===== config.mk =====
export PLATFORM = sky130hd
export DESIGN_NAME = dual_fetch_buffer_flat
export DESIGN_NICKNAME = d
export VERILOG_FILES = /design/src/rtl/dual_fetch_if.sv /design/src/rtl/dual_fetch_buffer.sv /design/src/flat_wrapper.sv
export SDC_FILE = /design/constraint.sdc
export NUM_CORES = 1
export LEC_CHECK = 0
export ABC_AREA = 1
export BUFFER_PORTS_ARGS = -buffer_cell sky130_fd_sc_hd__buf_2
export CELL_PAD_IN_SITES_DETAIL_PLACEMENT = 1
export CELL_PAD_IN_SITES_GLOBAL_PLACEMENT = 1
export CORE_MARGIN = 8
export CORE_UTILIZATION = 47
export CTS_CLUSTER_DIAMETER = 200
export DETAILED_ROUTE_END_ITERATION = 16
export PLACE_DENSITY = 0.77
export SLEW_MARGIN = 10
export SYNTH_ARGS = -nofsm -noshare
export SYNTH_HDL_FRONTEND = slang
export SYNTH_SLANG_ARGS = --single-unit

===== constraint.sdc =====
create_clock -name clk -period 11.1 [get_ports clk]
set_input_delay 2.22 -clock clk [delete_from_list [all_inputs] [get_ports clk]]
set_output_delay 2.22 -clock clk [all_outputs]
set_load 0.02 [all_outputs]

===== src/rtl/dual_fetch_if.sv =====
// Bundle between the dual-issue fetch buffer, instruction memory and the datapath.
// The fetch buffer uses the master modport; the memory/datapath side uses the slave modport.
interface dual_fetch_if #(
  parameter int ADDR_W = 32
);
  // Handshakes: mem_req is a one-cycle pulse and mem_rvalid answers it exactly one
  // cycle later. Slot N is offered whenever validN is high and is taken unless the
  // datapath holds it with freeze1 (both slots) or freeze2 (slot 1 only).
  logic              freeze1;
  logic              freeze2;
  logic              redirect_valid;
  logic [ADDR_W-1:0] redirect_pc;
  logic              mem_req;
  logic [ADDR_W-1:0] mem_addr;
  logic              mem_rvalid;
  logic [31:0]       mem_rdata0;
  logic [31:0]       mem_rdata1;
  logic [31:0]       instruction0;
  logic [31:0]       instruction1;
  logic              valid0;
  logic              valid1;
  logic [ADDR_W-1:0] pc0;

  modport master (
    input  freeze1, freeze2, redirect_valid, redirect_pc,
    input  mem_rvalid, mem_rdata0, mem_rdata1,
    output mem_req, mem_addr,
    output instruction0, instruction1, valid0, valid1, pc0
  );

  modport slave (
    output freeze1, freeze2, redirect_valid, redirect_pc,
    output mem_rvalid, mem_rdata0, mem_rdata1,
    input  mem_req, mem_addr,
    input  instruction0, instruction1, valid0, valid1, pc0
  );
endinterface


===== src/rtl/dual_fetch_buffer.sv =====
// Circular instruction queue that fetches pairs from memory and offers up to two
// in-order instructions per cycle to a dual-issue datapath, with redirect flush.
module dual_fetch_buffer #(
  parameter int                DEPTH    = 8,
  parameter int                ADDR_W   = 32,
  parameter logic [ADDR_W-1:0] RESET_PC = '0,
  parameter logic [31:0]       NOP      = 32'h0000_0013
) (
  input logic          clk,
  input logic          rst,
  dual_fetch_if.master bus
);

  localparam int PTR_W = $clog2(DEPTH);
  localparam int CNT_W = PTR_W + 1;

  logic [31:0]       instr_mem [DEPTH];
  logic [ADDR_W-1:0] pc_mem    [DEPTH];

  logic [PTR_W-1:0]  head_q;
  logic [PTR_W-1:0]  tail_q;
  logic [PTR_W-1:0]  head_nxt;
  logic [PTR_W-1:0]  tail_nxt;
  logic [CNT_W-1:0]  count_q;
  logic [CNT_W-1:0]  count_d;
  logic [ADDR_W-1:0] fetch_pc_q;
  logic [ADDR_W-1:0] req_addr_q;
  logic              outstanding_q;
  logic              epoch_q;
  logic              req_epoch_q;

  logic              valid0;
  logic              valid1;
  logic              space_ok;
  logic              req;
  logic              push;
  logic [1:0]        pop_n;

  assign head_nxt = head_q + PTR_W'(1);
  assign tail_nxt = tail_q + PTR_W'(1);
  assign valid0   = (count_q != '0);
  assign valid1   = (count_q >= CNT_W'(2));

  always_comb begin
    pop_n = 2'd0;
    if (bus.freeze1) begin
      pop_n = 2'd0;
    end else if (bus.freeze2) begin
      pop_n = {1'b0, valid0};
    end else begin
      pop_n = {valid1, valid0 & ~valid1};
    end
  end

  // Room is checked before this cycle's pop, so the pair always fits on return.
  assign space_ok = (CNT_W'(DEPTH) - count_q) >= CNT_W'(2);
  assign req      = rst & ~bus.redirect_valid & ~outstanding_q & space_ok;
  assign push     = bus.mem_rvalid & outstanding_q & (req_epoch_q == epoch_q);
  assign count_d  = count_q + (push ? CNT_W'(2) : CNT_W'(0)) - CNT_W'(pop_n);

  assign bus.mem_req      = req;
  assign bus.mem_addr     = fetch_pc_q;
  assign bus.valid0       = valid0;
  assign bus.valid1       = valid1;
  assign bus.instruction0 = valid0 ? instr_mem[head_q]   : NOP;
  assign bus.instruction1 = valid1 ? instr_mem[head_nxt] : NOP;
  assign bus.pc0          = valid0 ? pc_mem[head_q]      : '0;

  always_ff @(posedge clk) begin
    if (!rst) begin
      head_q        <= '0;
      tail_q        <= '0;
      count_q       <= '0;
      fetch_pc_q    <= RESET_PC;
      req_addr_q    <= RESET_PC;
      outstanding_q <= 1'b0;
      epoch_q       <= 1'b0;
      req_epoch_q   <= 1'b0;
    end else if (bus.redirect_valid) begin
      // A response already in flight now carries the old epoch and is dropped.
      head_q        <= '0;
      tail_q        <= '0;
      count_q       <= '0;
      fetch_pc_q    <= {bus.redirect_pc[ADDR_W-1:2], 2'b00};
      outstanding_q <= 1'b0;
      epoch_q       <= ~epoch_q;
    end else begin
      head_q  <= head_q + PTR_W'(pop_n);
      count_q <= count_d;
      if (push) begin
        tail_q <= tail_q + PTR_W'(2);
      end
      if (bus.mem_rvalid) begin
        outstanding_q <= 1'b0;
      end
      if (req) begin
        outstanding_q <= 1'b1;
        req_epoch_q   <= epoch_q;
        req_addr_q    <= fetch_pc_q;
        fetch_pc_q    <= fetch_pc_q + ADDR_W'(8);
      end
    end
  end

  always_ff @(posedge clk) begin
    if (rst && !bus.redirect_valid && push) begin
      instr_mem[tail_q]   <= bus.mem_rdata0;
      pc_mem[tail_q]      <= req_addr_q;
      instr_mem[tail_nxt] <= bus.mem_rdata1;
      pc_mem[tail_nxt]    <= req_addr_q + ADDR_W'(4);
    end
  end

endmodule

===== src/flat_wrapper.sv =====
// flat-port wrapper written by rule: the top's interface ports become plain ports
module dual_fetch_buffer_flat 
#(
  parameter int                DEPTH    = 8,
  parameter int                ADDR_W   = 32,
  parameter logic [ADDR_W-1:0] RESET_PC = '0,
  parameter logic [31:0]       NOP      = 32'h0000_0013
)
  (clk, rst, bus_freeze1, bus_freeze2, bus_redirect_valid, bus_redirect_pc, bus_mem_rvalid, bus_mem_rdata0, bus_mem_rdata1, bus_mem_req, bus_mem_addr, bus_instruction0, bus_instruction1, bus_valid0, bus_valid1, bus_pc0);
  dual_fetch_if #(.ADDR_W(ADDR_W)) bus_i ();
  input logic clk;
  input logic rst;
  input wire logic [$bits(bus_i.freeze1)-1:0] bus_freeze1;
  input wire logic [$bits(bus_i.freeze2)-1:0] bus_freeze2;
  input wire logic [$bits(bus_i.redirect_valid)-1:0] bus_redirect_valid;
  input wire logic [$bits(bus_i.redirect_pc)-1:0] bus_redirect_pc;
  input wire logic [$bits(bus_i.mem_rvalid)-1:0] bus_mem_rvalid;
  input wire logic [$bits(bus_i.mem_rdata0)-1:0] bus_mem_rdata0;
  input wire logic [$bits(bus_i.mem_rdata1)-1:0] bus_mem_rdata1;
  output wire logic [$bits(bus_i.mem_req)-1:0] bus_mem_req;
  output wire logic [$bits(bus_i.mem_addr)-1:0] bus_mem_addr;
  output wire logic [$bits(bus_i.instruction0)-1:0] bus_instruction0;
  output wire logic [$bits(bus_i.instruction1)-1:0] bus_instruction1;
  output wire logic [$bits(bus_i.valid0)-1:0] bus_valid0;
  output wire logic [$bits(bus_i.valid1)-1:0] bus_valid1;
  output wire logic [$bits(bus_i.pc0)-1:0] bus_pc0;
  assign bus_i.freeze1 = bus_freeze1;
  assign bus_i.freeze2 = bus_freeze2;
  assign bus_i.redirect_valid = bus_redirect_valid;
  assign bus_i.redirect_pc = bus_redirect_pc;
  assign bus_i.mem_rvalid = bus_mem_rvalid;
  assign bus_i.mem_rdata0 = bus_mem_rdata0;
  assign bus_i.mem_rdata1 = bus_mem_rdata1;
  assign bus_mem_req = bus_i.mem_req;
  assign bus_mem_addr = bus_i.mem_addr;
  assign bus_instruction0 = bus_i.instruction0;
  assign bus_instruction1 = bus_i.instruction1;
  assign bus_valid0 = bus_i.valid0;
  assign bus_valid1 = bus_i.valid1;
  assign bus_pc0 = bus_i.pc0;
  dual_fetch_buffer #(.DEPTH(DEPTH), .ADDR_W(ADDR_W), .RESET_PC(RESET_PC), .NOP(NOP)) u_core (.clk(clk), .rst(rst), .bus(bus_i));
endmodule

==> reports/qor.log, run 1 <==
[yosys] area of the mapped netlist 26,400 sq um
[detailed_routing] DRC errors left 0
[final_layout] layout cell share with drive strength beyond 1 0.140
[place] worst setup timing slack at the placement stage 4.35 ns
[clock_tree] Sink Count 568
[final_layout] signed area change from the synthesized netlist to the final layout 13.2%
[setup_path] CP endpoint kind primary output
[sta] share of the clock period used by the worst path after layout 0.606
[yosys] cell count after synthesis 2,667
[floorplan] Die Area 64,100 sq um
[place] port bufs 226
[sta] worst slew pin tran 1.09 ns
[pwr] Pleak 0.0110 uW
[final_layout] final design instance area without fill 29,900 sq um
[run_status] status finished, final reports clean
[sta] highest clock frequency the design can meet 0.149 GHz
[sta] Hold Vio Cnt, Final 0
[yosys] cell types occupying the most area after synthesis edfxtp_1 56%, o21ai_0 7.7%, nor2_1 7.4%
[place] final weighted congestion in routability-driven placement 0.849
[floorplan] Die Width 253 microns
[clock_tree] TritonCTS clock tree built
[sta] Slew headroom 0.270
[clock_tree] TritonCTS buffer count 60
[sta] PnR worst setup slack 4.37 ns
[global_route] global-route wire length before repair 125,000 microns
[global_route] maximum number of pins on one net before global-route repair 241
[detailed_routing] remaining antenna violation count after routing 0
[place] estimated wirelength of the detail-placed design 49,700 microns
[detailed_routing] total number of vias 21,000
[job] Max Cap Violations 0
[yosys] mean instance size in the synthesized netlist 9.91 sq um
[floorplan] IO Count 233
[yosys] commonest cells in the netlist 520 x nor2_1, 496 x edfxtp_1, 408 x o21ai_0, 319 x nand2_1, 155 x a21oi_1
[clock_tree] root buffer cell clkbuf_16
[yosys] number of distinct library cells after synthesis 45
[clock_tree] number of buffers inserted by post-CTS setup repair 0
[global_route] total routing resource utilization after global routing 0.248
[clock_tree] CTS Hold Bufs 0
[sta] endpoints failing setup 0
[global_route] gr ovfl total 0
[final_layout] post-layout net count 2,921
[detailed_routing] aggregate routed wire length 81,800 microns
[pwr] Pwr Total 6750 uW
[floorplan] Floorplan Core Area 56,000 sq um
[setup_path] Worst Path Class, Setup input pin to primary output
[pwr] VDD IR max 0.169 mV
[yosys] register area share after synthesis 0.618
[floorplan] effective utilization at floorplan 0.472
[place] cell area after placement 27,800 sq um
[sta] Fin Clk Skew 0.0145 ns
[yosys] Synth Register Bits 568
[floorplan] Die H 253 microns
[detailed_routing] wire length per cell 22.7 microns
[setup_path] sort of element at the start of the critical path input pin
[sta] Min Clock Period, post-route 6.73 ns
[yosys] prevailing post-synth register cell edfxtp_1
[yosys] Syn. warnings 0
[yosys] share of flip-flops with an asynchronous set or reset 0
[yosys] post-synthesis cell type with the largest combined area edfxtp_1
[sta] final count of pins violating max slew 0
[clock_tree] H-tree depth 2
[floorplan] row cnt 87
[setup_path] arrival time worst endpoint 4.51 ns
[yosys] share of the synthesized area in the top cell type 0.563
[global_route] number of antenna violations at the first check in global routing 2
[sta] Total Negative Setup Slacks 0 ns
[detailed_routing] iteration-0 DRC count of the detailed router 1,296
[worst_hold_path] min-delay worst type flop to flop
[setup_path] maximum fanout along the worst path 72
[final_layout] fillers 6,301
[detailed_routing] total iterations of the first detailed-routing run 5
[pwr] power density over the cells 226 nW/um^2
[clock_tree] Skew-Pair Late Insertion Delay 0.63 ns
[sta] unrepaired setup endpoints after global routing no
[detailed_routing] detail-routed via count per cell 5.83
[clock_tree] # resized after CTS 0
[setup_path] Req. time, crit path 8.88 ns
[clock_tree] clock-pin slew on the worst setup and hold paths 0.06 ns
[clock_tree] clock buffer depth 3
[yosys] number of synthesized flops with an enable pin 496
[global_route] number of global-route vias before repair 22,400
[yosys] most common cell in the netlist nor2_1
==> final timing paths <==
| check | slack, ns | cells past startpoint | end | from |
|---|---|---|---|---|
| worst min-delay path | 0.51 | 2 | u_core.req_epoch_q | u_core.req_epoch_q |
| worst min register to register | 0.51 | 2 | u_core.req_epoch_q | u_core.req_epoch_q |
| worst max register to register | 7.59 | 12 | u_core.count_q[3] | u_core.count_q[1] |
| worst max-delay path | 4.37 | 7 | bus_mem_req | bus_redirect_valid |
==> routing by layer <==
| layer | up-vias | wire, microns | part of all wire | GRT usage |
|---|---|---|---|---|
| met1 | 10600 | 32100 | 0.39 | 0.293 |
| met3 | 190 | 4420 | 0.054 | 0.0376 |
| met5 | - | 0 | 0 | 0 |
| li1 | 9613 | - | - | - |
| met2 | 630 | 42500 | 0.52 | 0.450 |
| met4 | 0 | 2710 | 0.033 | 0.0993 |
==> cells in the final DEF (no fill, tap or decap), types with 7 or more instances in the layout <==
cell,count
xnor2_1,9
o21ai_1,31
o21ai_0,408
nor2_1,516
xor2_1,30
clkinv_1,11
o22ai_1,89
buf_2,226
inv_1,107
nand2_1,318
edfxtp_1,496
clkbuf_16,61
nand3_1,117
buf_4,19
bufinv_16,13
nor2_2,7
dfxtp_1,69
a211oi_1,26
ha_1,15
nor3_1,8
a21oi_1,155
nor2_4,11
clkinv_2,13
nand2_2,9
nand3b_1,10
nand4_1,13
==> sequential cells by signal, summed over array words and instances (netlist names) <==
signal	flops
u_core.bus.mem_addr	30
u_core.count_q	4
u_core.epoch_q	1
u_core.head_q	3
u_core.instr_mem	256
u_core.outstanding_q	1
u_core.pc_mem	240
u_core.req_addr_q	30
u_core.req_epoch_q	1
u_core.tail_q	2
==> final cells by class <==
type                            count  area, sq um  share of cell area
Clock buffer                       66         1550              0.0516
Antenna cell                        3         7.51            0.000251
Clock inverter                     45          572              0.0191
Tap cell                          756          946              0.0316
Sequential cell                   568        16300               0.546
Multi-Input combinational cell   1807         8730               0.292
Timing Repair Buffer              247         1310              0.0439
Inverter                          117          454              0.0152
==> critical path, cell delays in order <==
cell,delay [ns]
buf_2,0.48
clkinv_2,0.50
nand2_2,0.38
nor2_4,0.07
nand2_4,0.57
inv_2,0.07
buf_2,0.18
==> power by group <==
part	leakage, uW	switching (uW)	internal (uW)
Clock	0.00102	857	1300
Sequential	0.00510	133	2440
Combinational	0.00492	1470	550
Total	0.0110	2460	4290
==> through the flow <==
step / std cells / util / hold WS, ns
floorplan: 2670 / - / 0.450
global placement: 3495 / 0.497 / 0.464
detailed placement: 3495 / 0.497 / 0.504
CTS: 3606 / 0.535 / 0.513
global route: 3606 / 0.535 / 0.538
finish: 3609 / 0.535 / 0.507
==> logic make-up after synthesis <==
logic type / count (synthesis) / synth area share
AO/OA/AOI/OAI: 720 / 0.145
other: 1 / 0.000142
XOR/XNOR: 40 / 0.0135
adder cells (fa/ha/maj): 18 / 0.00937
AND/OR/NAND/NOR: 1025 / 0.160
flip-flops: 568 / 0.618
buffers and inverters: 295 / 0.0534
Note: power is estimated with default switching activity, not from simulation.
==> run 2: changes to the inputs <==
--- a/config.mk
+++ b/config.mk
@@ -5,12 +5,12 @@
 export SDC_FILE = /design/constraint.sdc
 export NUM_CORES = 1
 export LEC_CHECK = 0
-export ABC_AREA = 1
+export ABC_AREA = 0
 export BUFFER_PORTS_ARGS = -buffer_cell sky130_fd_sc_hd__buf_2
 export CELL_PAD_IN_SITES_DETAIL_PLACEMENT = 1
 export CELL_PAD_IN_SITES_GLOBAL_PLACEMENT = 1
 export CORE_MARGIN = 8
-export CORE_UTILIZATION = 47
+export CORE_UTILIZATION = 51
 export CTS_CLUSTER_DIAMETER = 200
 export DETAILED_ROUTE_END_ITERATION = 16
 export PLACE_DENSITY = 0.77
==> constraint.sdc (replaced) <==
create_clock -name clk -period 6.3 [get_ports clk]
set_input_delay 1.26 -clock clk [delete_from_list [all_inputs] [get_ports clk]]
set_output_delay 1.26 -clock clk [all_outputs]
set_load 0.02 [all_outputs]
==> run 2 against run 1 <==
Against the previous run:
- count of clock-buffer cells in the layout rose by 15
- combinational power grew 40%
- register-to-register slack worse by 4.5 ns
- non-clock buffer count fell by 3
- synthesized area decreased by 5.8%
- design area down 4.5%
- setup slack worse by 3.1 ns
- sequential power up 66%
- largest cell class unchanged
- highest routed layer is now met5
==> reports/qor.log, run 2 <==
[sta] highest clock frequency the design can meet 0.200 GHz
[yosys] most common cell in the netlist edfxtp_1
[clock_tree] # resized after CTS 0
[yosys] commonest cells in the netlist 496 x edfxtp_1, 188 x mux4_2, 174 x nand2_1, 96 x nor2_1, 72 x dfxtp_1
[place] final weighted congestion in routability-driven placement 0.763
[yosys] area of the mapped netlist 24,900 sq um
[run_status] status finished, final reports clean
[clock_tree] number of buffers inserted by post-CTS setup repair 0
[yosys] number of distinct library cells after synthesis 57
[sta] Total Negative Setup Slacks 0 ns
[yosys] number of synthesized flops with an enable pin 496
[final_layout] register with the most flip-flops u_core.instr_mem
[job] Max Cap Violations 0
[setup_path] maximum fanout along the worst path 53
[yosys] share of flip-flops with an asynchronous set or reset 0
[final_layout] commonest cells after routing, fill and taps aside 496 x edfxtp_1, 226 x buf_2, 188 x mux4_2, 174 x nand2_1, 96 x nor2_1
[yosys] mean instance size in the synthesized netlist 16.4 sq um
[pwr] Pwr Total 10,600 uW
[setup_path] Req. time, crit path 5.04 ns
[global_route] number of antenna violations at the first check in global routing 6
[sta] worst slew pin tran 1.03 ns
[pwr] VDD IR max 0.264 mV
[clock_tree] Sink Count 568
[pwr] power density over the cells 370 nW/um^2
[yosys] Syn. warnings 0
[clock_tree] TritonCTS clock tree built
[setup_path] flop-to-flop setup slack 3.09 ns
[global_route] maximum number of pins on one net before global-route repair 100
[sta] Fin Clk Skew 0.0154 ns
[place] dpl cells 2,285
[detailed_routing] DRC errors left 0
[sta] unrepaired setup endpoints after global routing no
[yosys] post-synthesis cell type with the largest combined area edfxtp_1
[yosys] prevailing post-synth register cell edfxtp_1
[detailed_routing] wire length per cell 25.6 microns
[final_layout] post-layout net count 1,843
[detailed_routing] remaining antenna violation count after routing 0
[place] cell area after placement 26,600 sq um
[clock_tree] root buffer cell clkbuf_16
[clock_tree] Skew-Pair Late Insertion Delay 0.61 ns
[final_layout] most frequent standard cell in the layout excluding fill and tap cells edfxtp_1
[final_layout] Finished Layout Cells 2,399
[setup_path] r2r startpoint u_core.count_q[1]
[worst_hold_path] hold path startpoint u_core.bus.mem_addr[2]
[yosys] Synth Register Bits 568
[setup_path] Critical Path Start u_core.head_q[0]
[global_route] total routing resource utilization after global routing 0.217
[detailed_routing] total iterations of the first detailed-routing run 5
[sta] endpoints failing setup 0
[floorplan] Die Area 56,200 sq um
[clock_tree] clock buffer depth 3
[sta] Slew headroom 0.310
[setup_path] CP endpoint kind primary output
[setup_path] sort of element at the start of the critical path flop
[final_layout] Largest register FFs 256
[floorplan] effective utilization at floorplan 0.513
[clock_tree] TritonCTS buffer count 58
[global_route] number of global-route vias before repair 15,800
[place] port bufs 226
[floorplan] Die Width 237 microns
[sta] Min Clock Period, post-route 5.01 ns
[detailed_routing] aggregate routed wire length 61,400 microns
[clock_tree] clock-pin slew on the worst setup and hold paths 0.06 ns
[floorplan] Floorplan Core Area 48,500 sq um
[global_route] gr ovfl total 0
[floorplan] row cnt 81
[setup_path] arrival time worst endpoint 3.74 ns
[setup_path] Worst Path Class, Setup flop to primary output
[pwr] Pleak 0.00949 uW
[worst_hold_path] min-delay worst type flop to flop
[sta] share of the clock period used by the worst path after layout 0.794
[sta] final count of pins violating max slew 0
[yosys] cell types occupying the most area after synthesis edfxtp_1 60%, mux4_2 17%, dfxtp_1 5.8%
[final_layout] final design instance area without fill 28,600 sq um
[yosys] cell count after synthesis 1,518
[place] estimated wirelength of the detail-placed design 38,100 microns
[final_layout] signed area change from the synthesized netlist to the final layout 14.7%
[floorplan] IO Count 233
[final_layout] largest registers ranked by flip-flop count u_core.instr_mem (256), u_core.pc_mem (240)
[yosys] register area share after synthesis 0.656
[detailed_routing] detail-routed via count per cell 6.08
[final_layout] layout cell share with drive strength beyond 1 0.304
[clock_tree] CTS Hold Bufs 0
[yosys] share of the synthesized area in the top cell type 0.598
[global_route] global-route wire length before repair 94,900 microns
[detailed_routing] iteration-0 DRC count of the detailed router 990
[clock_tree] H-tree depth 2
[detailed_routing] total number of vias 14,600
[sta] Hold Vio Cnt, Final 0
[floorplan] Die H 237 microns
==> run 2: cell families (layout without fill, tap and decap cells) <==
logic type,count (synthesis),count (layout),share of synthesized area
flops,568,568,0.656
simple gates,377,377,0.0670
mux,256,256,0.197
buf+inv,135,386,0.0244
compound gates,126,126,0.0324
xor+xnor,37,37,0.0130
fa+ha+maj,18,18,0.00994
other cells,1,9,0.000151
==> run 2: area by class of cell <==
| cell class | count | area, sq um |
|---|---|---|
| Antenna cell | 5 | 12.5 |
| Clock buffer | 81 | 1660 |
| Clock inverter | 28 | 295 |
| Fill cell | 4447 | 20000 |
| Inverter | 33 | 124 |
| Multi-Input combinational cell | 818 | 8040 |
| Sequential cell | 568 | 16300 |
| Tap cell | 622 | 778 |
| Timing Repair Buffer | 244 | 1330 |
==> run 2: power by group <==
group	internal, uW	total, uW	switching (uW)
clock	2080	3490	1410
combinational	945	2820	1880
sequential	4160	4260	103
total	7180	10600	3390
==> run 2: metrics by stage <==
| stage | hold WS [ns] | worst slack, ns | utilization |
|---|---|---|---|
| after floorplan | 0.450 | 1.08 | - |
| after global placement | 0.456 | 1.68 | 0.548 |
| after detailed placement | 0.472 | 1.64 | 0.548 |
| after CTS | 0.484 | 1.15 | 0.589 |
| after global routing | 0.504 | 0.971 | 0.589 |
| final | 0.476 | 1.30 | 0.589 |
==> run 2: worst max-delay path: stages (launching register included) <==
cell	delay, ns
dfxtp_4	0.92
ha_4	0.80
buf_4	0.46
mux4_2	0.54
nand2_1	0.08
a21oi_1	0.11
buf_2	0.20
==> run 2: layer usage <==
metal | vias up | wire [microns] | track usage
met5 | - | 36 | 0
met3 | 86 | 3920 | 0.0463
met2 | 449 | 31100 | 0.373
met1 | 7642 | 25300 | 0.283
li1 | 6393 | - | -
met4 | 8 | 1050 | 0.0500
==> run 2: path summary, 6_finish.rpt <==
check | cells past startpoint | to
setup reg to reg | 10 | u_core.count_q[2]
hold reg to reg | 2 | u_core.req_addr_q[2]
hold / removal | 2 | u_core.req_addr_q[2]
setup / recovery | 6 | bus_instruction1[25]
==> run 3: changes to the inputs <==
--- a/config.mk
+++ b/config.mk
@@ -10,10 +10,10 @@
 export CELL_PAD_IN_SITES_DETAIL_PLACEMENT = 1
 export CELL_PAD_IN_SITES_GLOBAL_PLACEMENT = 1
 export CORE_MARGIN = 8
-export CORE_UTILIZATION = 51
+export CORE_UTILIZATION = 46
 export CTS_CLUSTER_DIAMETER = 200
 export DETAILED_ROUTE_END_ITERATION = 16
-export PLACE_DENSITY = 0.77
+export PLACE_DENSITY = 0.74
 export SLEW_MARGIN = 10
 export SYNTH_ARGS = -nofsm -noshare
 export SYNTH_HDL_FRONTEND = slang
==> constraint.sdc (replaced) <==
create_clock -name clk -period 4.3 [get_ports clk]
set_input_delay 0.86 -clock clk [delete_from_list [all_inputs] [get_ports clk]]
set_output_delay 0.86 -clock clk [all_outputs]
set_load 0.02 [all_outputs]
==> run 3 against run 2 <==
Against the previous run:
- final cell count up 3.8%
- total power up 47%
- critical path depth unchanged
- register-to-register slack worse by 1.8 ns
- design area up 0.97%
- global-route usage down 1.9 points
- core utilization down 5.1 points
- first-iteration DRC count down 9.2%
- sequential share of layout area down 0.55 points
- non-clock buffer count up 20
- critical endpoint is now bus_instruction1[26]
==> reports/qor.log, run 3 (same netlist as run 2, synthesis figures left out) <==
[run_status] status finished, final reports clean
[setup_path] arrival time worst endpoint 3.07 ns
[final_layout] Largest register FFs 256
[sta] Hold Vio Cnt, Final 0
[pwr] power dissipated by switching net loads 4970 uW
[detailed_routing] total number of vias 14,500
[sta] Slew headroom 0.286
[sta] Min Clock Period, post-route 3.93 ns
[pwr] Internal Pwr Total 10,500 uW
[global_route] number of antenna violations at the first check in global routing 4
[floorplan] row cnt 85
[setup_path] CP endpoint kind primary output
[global_route] met1 Use GR 0.264
[clock_tree] root buffer cell clkbuf_16
[sta] Fin Clk Skew 0.0232 ns
[sta] PnR worst setup slack 0.368 ns
[floorplan] Floorplan Core Area 53,700 sq um
[place] estimated wirelength of the detail-placed design 39,300 microns
[global_route] maximum number of pins on one net before global-route repair 126
[pwr] Comb power frac 0.274
[clock_tree] number of buffers inserted by post-CTS setup repair 0
[pwr] proportion of power drawn by flip-flops and latches 0.402
[sta] unrepaired setup endpoints after global routing no
[setup_path] maximum fanout along the worst path 20
[pwr] power density over the cells 537 nW/um^2
[global_route] Most Crowded Layer GR met2
[sta] worst slew pin tran 1.06 ns
[clock_tree] # resized after CTS 0
[setup_path] flop-to-flop setup slack 1.25 ns
[job] Max Cap Violations 0
[global_route] number of global-route vias before repair 16,000
[detailed_routing] aggregate routed wire length 61,800 microns
[place] port bufs 226
[detailed_routing] DRC errors left 0
[floorplan] Die H 249 microns
[clock_tree] Sink Count 568
[final_layout] layout cell share with drive strength beyond 1 0.311
[sta] highest clock frequency the design can meet 0.254 GHz
[clock_tree] CTS Hold Bufs 0
[detailed_routing] detail-routed via count per cell 5.84
[final_layout] post-layout net count 1,863
[floorplan] IO Count 233
[pwr] clock network fraction of total power 0.324
[sta] share of the clock period used by the worst path after layout 0.914
[global_route] global-route wire length before repair 96,200 microns
[final_layout] commonest cells after routing, fill and taps aside 496 x edfxtp_1, 226 x buf_2, 188 x mux4_2, 174 x nand2_1, 96 x nor2_1
[clock_tree] H-tree depth 2
[worst_hold_path] min-delay worst type input pin to flop
[detailed_routing] total iterations of the first detailed-routing run 5
[sta] endpoints failing setup 0
[pwr] VDD IR max 0.287 mV
[setup_path] Worst Path Class, Setup flop to primary output
[pwr] Switching Fraction 0.320
[setup_path] sort of element at the start of the critical path flop
[clock_tree] clock-pin slew on the worst setup and hold paths 0.06 ns
[final_layout] register with the most flip-flops u_core.instr_mem
[global_route] total routing resource utilization after global routing 0.198
[detailed_routing] wire length per cell 24.8 microns
[global_route] gr ovfl total 0
[setup_path] Req. time, crit path 3.44 ns
[sta] final count of pins violating max slew 0
[clock_tree] TritonCTS clock tree built
[place] worst setup timing slack at the placement stage 0.903 ns
[pwr] Pleak 0.00960 uW
[floorplan] Die Area 61,900 sq um
[final_layout] signed area change from the synthesized netlist to the final layout 15.9%
[detailed_routing] iteration-0 DRC count of the detailed router 899
[final_layout] final core utilization 0.537
[floorplan] Die Width 249 microns
[sta] Total Negative Setup Slacks 0 ns
[floorplan] effective utilization at floorplan 0.464
[clock_tree] Skew-Pair Late Insertion Delay 0.62 ns
[place] final weighted congestion in routability-driven placement 0.791
[clock_tree] clock buffer depth 3
[global_route] met2 usage 0.335
[detailed_routing] remaining antenna violation count after routing 0
[final_layout] largest registers ranked by flip-flop count u_core.instr_mem (256), u_core.pc_mem (240)
[global_route] met3 demand-to-capacity share in global routing 0.0404
[final_layout] most frequent standard cell in the layout excluding fill and tap cells edfxtp_1
[sta] Worst Hold Slack 0.457 ns
[clock_tree] TritonCTS buffer count 58
run 3: metrics by stage:
step | power (uW) | instances | cell area, sq um
2_1_floorplan | 9010 | 1521 | 24900
3_3_place_gp | 10600 | 2379 | 27000
3_5_place_dp | 10700 | 2379 | 27000
4_1_cts | 15700 | 2485 | 28800
5_1_grt | 16100 | 2487 | 28900
6_report | 15500 | 2491 | 28900
run 3: layout make-up:
class	instances	area, sq um
Timing Repair Buffer	264	1580
Tap cell	696	871
Fill cell	5032	24800
Multi-Input combinational cell	818	8040
Clock buffer	73	1510
Clock inverter	33	379
Sequential cell	568	16300
Inverter	33	124
Antenna cell	6	15.0
run 3: critical path: stages, from the launching register on:
cell,delay [ns]
dfxtp_4,0.63
ha_4,0.50
buf_4,0.35
mux4_2,0.52
nand2_1,0.10
a21oi_1,0.14
buf_2,0.21
run 3: final timing paths:
kind	to	from	cells past startpoint
worst max-delay path	bus_instruction1[26]	u_core.head_q[0]	6
worst min-delay path	u_core.instr_mem[3][5]	bus_mem_rdata1[5]	1
worst max register to register	u_core.count_q[2]	u_core.count_q[0]	12
worst min register to register	u_core.req_addr_q[2]	u_core.bus.mem_addr[2]	2
run 3: power by group through the flow:
stage / combinational, uW / sequential, uW / clock, uW
3_5_place_dp: 4310 / 6340 / 0
5_1_grt: 4560 / 6240 / 5340
3_3_place_gp: 4230 / 6330 / 0
4_1_cts: 4340 / 6230 / 5150
2_1_floorplan: 2710 / 6300 / 0
6_report: 4240 / 6230 / 5030
run 3: routing by layer:
metal | up-vias | wire (microns)
li1 | 6442 | -
met3 | 85 | 3540
met1 | 7586 | 26200
met5 | - | 0
met2 | 422 | 30900
met4 | 0 | 1120
